File: config.mk
export PLATFORM = sky130hd
export DESIGN_NAME = branch_predictor
export DESIGN_NICKNAME = d
export VERILOG_FILES = /design/src/rtl/branch_predictor.sv
export SDC_FILE = /design/constraint.sdc
export NUM_CORES = 1
export LEC_CHECK = 0
export BUFFER_PORTS_ARGS = -buffer_cell sky130_fd_sc_hd__buf_2
export CORE_UTILIZATION = 59
export DETAILED_ROUTE_END_ITERATION = 10
export GPL_TIMING_DRIVEN = 0
export PLACE_DENSITY = 0.77
export REMOVE_ABC_BUFFERS = 1
export SYNTH_ARGS = -nofsm -noshare
export SYNTH_HDL_FRONTEND = slang
export SYNTH_SLANG_ARGS = --single-unit
File: constraint.sdc
create_clock -name clk -period 18.8 [get_ports clk]
set_input_delay 1.88 -clock clk [delete_from_list [all_inputs] [get_ports clk]]
set_output_delay 1.88 -clock clk [all_outputs]
set_load 0.05 [all_outputs]
File: src/rtl/branch_predictor.sv
// rtl/branch_predictor.sv - direct-mapped BTB with 2-bit counters, feedback training and registered redirect
module branch_predictor #(
    parameter int PC_W    = 16,
    parameter int ENTRIES = 16,
    parameter int CNT_W   = 16
) (
    input  logic              clk,
    input  logic              rst,
    input  logic [PC_W-1:0]   fetch_pc,
    output logic              pred_taken,
    output logic [PC_W-1:0]   pred_target,
    input  logic              fb_branch,
    input  logic [PC_W-1:0]   fb_pc,
    input  logic [PC_W-1:0]   fb_predict_target,
    input  logic [PC_W-1:0]   fb_feedback_target,
    input  logic              fb_predict_taken,
    input  logic              fb_feedback_taken,
    output logic              redirect_valid,
    output logic [PC_W-1:0]   redirect_pc,
    output logic [CNT_W-1:0]  mispredict_cnt
);

    localparam int IDX_W = $clog2(ENTRIES);
    localparam int TAG_W = PC_W - IDX_W;

    logic [ENTRIES-1:0]             valid_q, valid_d;
    logic [ENTRIES-1:0][TAG_W-1:0]  tag_q, tag_d;
    logic [ENTRIES-1:0][PC_W-1:0]   target_q, target_d;
    logic [ENTRIES-1:0][1:0]        ctr_q, ctr_d;
    logic                           redirect_valid_q, redirect_valid_d;
    logic [PC_W-1:0]                redirect_pc_q, redirect_pc_d;
    logic [CNT_W-1:0]               cnt_q, cnt_d;

    logic [IDX_W-1:0] f_idx, u_idx;
    logic [TAG_W-1:0] f_tag, u_tag;
    logic             f_hit, u_hit, mispredict;

    assign f_idx = fetch_pc[IDX_W-1:0];
    assign f_tag = fetch_pc[PC_W-1:IDX_W];
    assign u_idx = fb_pc[IDX_W-1:0];
    assign u_tag = fb_pc[PC_W-1:IDX_W];

    // Zero-latency lookup from the registered table; same-cycle updates are not visible
    always_comb begin
        f_hit       = valid_q[f_idx] && (tag_q[f_idx] == f_tag);
        pred_taken  = f_hit && ctr_q[f_idx][1];
        pred_target = pred_taken ? target_q[f_idx] : fetch_pc + PC_W'(1);
    end

    // Table training from resolved-branch feedback
    always_comb begin
        valid_d  = valid_q;
        tag_d    = tag_q;
        target_d = target_q;
        ctr_d    = ctr_q;
        u_hit    = valid_q[u_idx] && (tag_q[u_idx] == u_tag);
        if (fb_branch) begin
            if (u_hit) begin
                if (fb_feedback_taken) begin
                    if (ctr_q[u_idx] != 2'b11) ctr_d[u_idx] = ctr_q[u_idx] + 2'd1;
                    target_d[u_idx] = fb_feedback_target;
                end else if (ctr_q[u_idx] != 2'b00) begin
                    ctr_d[u_idx] = ctr_q[u_idx] - 2'd1;
                end
            end else if (fb_feedback_taken) begin
                valid_d[u_idx]  = 1'b1;
                tag_d[u_idx]    = u_tag;
                target_d[u_idx] = fb_feedback_target;
                ctr_d[u_idx]    = 2'b10;
            end
        end
    end

    // Mispredict detection, redirect target and saturating statistics
    always_comb begin
        mispredict = fb_branch &&
                     ((fb_predict_taken != fb_feedback_taken) ||
                      (fb_feedback_taken && (fb_predict_target != fb_feedback_target)));
        redirect_valid_d = mispredict;
        redirect_pc_d    = redirect_pc_q;
        cnt_d            = cnt_q;
        if (mispredict) begin
            redirect_pc_d = fb_feedback_taken ? fb_feedback_target : fb_pc + PC_W'(1);
            if (cnt_q != {CNT_W{1'b1}}) cnt_d = cnt_q + CNT_W'(1);
        end
    end

    // State registers; reset invalidates every entry and weakly biases counters not-taken
    always_ff @(posedge clk or posedge rst) begin
        if (rst) begin
            valid_q          <= '0;
            tag_q            <= '0;
            target_q         <= '0;
            ctr_q            <= {ENTRIES{2'b01}};
            redirect_valid_q <= 1'b0;
            redirect_pc_q    <= '0;
            cnt_q            <= '0;
        end else begin
            valid_q          <= valid_d;
            tag_q            <= tag_d;
            target_q         <= target_d;
            ctr_q            <= ctr_d;
            redirect_valid_q <= redirect_valid_d;
            redirect_pc_q    <= redirect_pc_d;
            cnt_q            <= cnt_d;
        end
    end

    assign redirect_valid = redirect_valid_q;
    assign redirect_pc    = redirect_pc_q;
    assign mispredict_cnt = cnt_q;

endmodule
==> results_dict.tcl <==
set metrics [dict create \
    status "completed" \
    drc_errors 0 \
    drv_cap 0 \
    grt_use_total 0.3137 \
    num_rows 78 \
    timing.rr.end "tag_q[17]" \
    final.setup.tns_ps 0 \
    multi_input_area_sq_um 13330 \
    cts_tree "yes" \
    ys_ff_latch 529 \
    r2r-start "tag_q[26]" \
    grt_antenna_before_repair 3 \
    dp_hpwl_microns 43730 \
    yosys.area.top_type "dfrtp_1" \
    clock_sinks 529 \
    netlist_top_cells_count "513 x dfrtp_1, 467 x mux2_2, 179 x mux4_2, 100 x clkbuf_1, 80 x nand2_1" \
    seqCellArea_sq_um 13260 \
    critPathKind "in -> out" \
    synth_top_area_frac 0.4680 \
    drt_iter0_drc 1851 \
    synthTopCellsByArea "dfrtp_1 47%, mux2_2 19%, mux4_2 15%" \
    gp_congestion 0.8980 \
    fill_cells 3105 \
    cp.required_ps 16920 \
    whs_path_depth 2 \
    start_util 0.6018 \
    grt_max_degree 131 \
    clockRootBuffer "clkbuf_16" \
    period_needed_ps 8112 \
    ant_nets 0 \
    yosysWarnings 0 \
    fp.dieW_microns 217.6 \
    whs_endpoint "redirect_pc[1]" \
    tritoncts.num_buffers 56 \
    cts.clk_slew.worst_paths_ps 60 \
    async_flop_share 1.000 \
    post_cts_buffers 0 \
    synth_edf_count 0 \
    io_buffers 118 \
    ys_seq_area_frac 0.4834 \
    tightest_slew_ps 1455 \
    syn_inst 1948 \
    hp-start "redirect_pc[1]" \
    worstSkewPairLatency_ps 640 \
    cp_slowest_stage_delay_ps 910 \
    areaGrowthSynthToFinish_pct 10.41 \
    yosysMostFrequentCell "dfrtp_1" \
    hold_viol 0 \
    grt_pass1_wl_microns 110600 \
    drt-total-wl_microns 72110 \
    fmax_mhz 123.3 \
    cpMaxStageDelayCell "or4_2" \
    fin_util 0.6645 \
    path_cells "buf_8 -> buf_16 -> mux4_2 -> mux4_2 -> xor2_1 -> nor4_1 -> nand4_1 -> or4_2 -> buf_12 -> a21oi_2 -> buf_2" \
    rr_worst_depth 8 \
    peakVddDrop_uv 82.22 \
    htreeDepth 2 \
    cpMostUsedCell "mux4_2" \
    die_height_microns 217.6 \
    r2r_slack_ps 14780 \
    cts_resized 0 \
    first_global_vias 18176 \
    dieArea_sq_um 47350 \
    rsz0062_at_grt "no" \
    power_density_nw_per_um2 109.5 \
    routed_via_density 6.737 \
    critPathLaunchType "input port" \
    gr-total-overflow 0 \
    slew_headroom 0.03032 \
    hold_buffers 0 \
    crit_arrival_ps 6230 \
    setup_viol 0 \
    core-area_sq_um 45580 \
    drt_pass1_iterations 5 \
    synth_ff_type "dfrtp_1" \
    ioPinCount 119 \
    wl_per_cell_microns 27.68 \
    fin_worst_skew_ps 30.82 \
    avgSynthCellArea_sq_um 14.08 \
    post_route_cells_drive_above_1_share 0.4636 \
    final_nets 2039 \
    cts_buffer_depth 3 \
    vias 17549 \
    hold_class "reg -> reg" \
    finalMaxSlewViolations 0 \
    synthesis.area_sq_um 27430 \
    ys_types 56 \
    min_period_over_period 0.4315 \
    critPathMaxFanout 86 \
    leakage_nw 13.21 \
    endpoint_kind "primary output" \
]
[cell families after synthesis]
kind of cell	share of synthesized area
AO/OA/AOI/OAI	0.03973
XOR/XNOR	0.02587
adder cells (fa/ha/maj)	0.003650
buffers and inverters	0.03357
flip-flops	0.4834
multiplexers	0.3641
AND/OR/NAND/NOR	0.04972
[worst max-delay path: cells and delay by family]
| family | cells | cell delay, ps |
|---|---|---|
| muxes | 2 | 1110 |
| xor gates and xnor gates | 1 | 160 |
| buffers and inverters | 4 | 1440 |
| AOI/OAI and AO/OA | 1 | 200 |
| and+or+nand+nor | 3 | 1250 |
[cells in the final DEF (no fill, tap or decap), types with 9 or more instances in the layout]
cell / Yosys / routed
nand4_1: 14 / 14
nand2_1: 80 / 80
o22ai_1: 11 / 11
xnor2_1: 54 / 54
o21ai_0: 25 / 25
buf_16: 0 / 10
nand3_1: 42 / 38
o22a_1: 16 / 16
clkbuf_1: 100 / 15
inv_1: 18 / 17
dfstp_2: 16 / 16
buf_2: 41 / 114
clkbuf_16: 0 / 57
a21oi_2: 15 / 15
and3_1: 12 / 12
a22o_1: 9 / 9
nand2b_1: 25 / 25
nor2_4: 14 / 18
dfrtp_1: 513 / 513
nor3_1: 9 / 9
mux4_2: 179 / 179
a22oi_1: 10 / 10
mux2_2: 467 / 467
mux2i_1: 68 / 68
nor2_1: 42 / 35
a21oi_1: 30 / 30
clkbuf_8: 0 / 15
xor2_1: 27 / 27
[where the power goes]
group | total, mW | switching [mW] | internal, mW
combinational | 0.684 | 0.315 | 0.369
sequential | 1.51 | 0.149 | 1.36
clock | 1.12 | 0.461 | 0.656
[worst max-delay path by stage]
stage           startpoint         endpoint  slack (ps)
3_3_place_gp           rst     target_q[64]       -2620
2_1_floorplan          rst        ctr_q[11]        2160
3_5_place_dp   fetch_pc[0]  pred_target[15]       10730
5_1_grt        fetch_pc[0]  pred_target[15]       10450
6_report       fetch_pc[0]  pred_target[15]       10690
4_1_cts        fetch_pc[0]  pred_target[15]       10720
[registers in the layout (all words and copies together) (netlist names)]
signal	count
redirect_pc	16
redirect_valid	1
target_q	256
ctr_q	32
tag_q	192
mispredict_cnt	16
valid_q	16
[layout make-up]
class / count / share of cell area
multi-input cells: 1220 / 0.4402
flip-flops and latches: 529 / 0.4378
clock buffers: 87 / 0.05578
repair buffers: 134 / 0.03260
well taps: 600 / 0.02479
clock inverters: 13 / 0.005908
inverters: 21 / 0.002851
diodes: 1 / 0.00008263
[stage by stage]
step / setup slack [ps] / instances / power [mW] / cell area, sq um / hold slack [ps]
floorplan: 2165 / 1770 / 1.989 / 26590 / 451.1
global placement: -2617 / 2488 / 2.165 / 27930 / 461.7
detailed placement: 10730 / 2503 / 2.204 / 28400 / 470.8
CTS: 10720 / 2603 / 3.323 / 30270 / 483.5
global route: 10450 / 2604 / 3.450 / 30280 / 509.6
finish: 10690 / 2605 / 3.315 / 30280 / 478.4
[routing by layer]
metal	routed length, microns	track usage
met3	5566	0.06555
met4	2536	0.1160
met5	16	0
met2	34370	0.4948
met1	29620	0.4314
No activity file was read; power rests on OpenSTA's default activity.
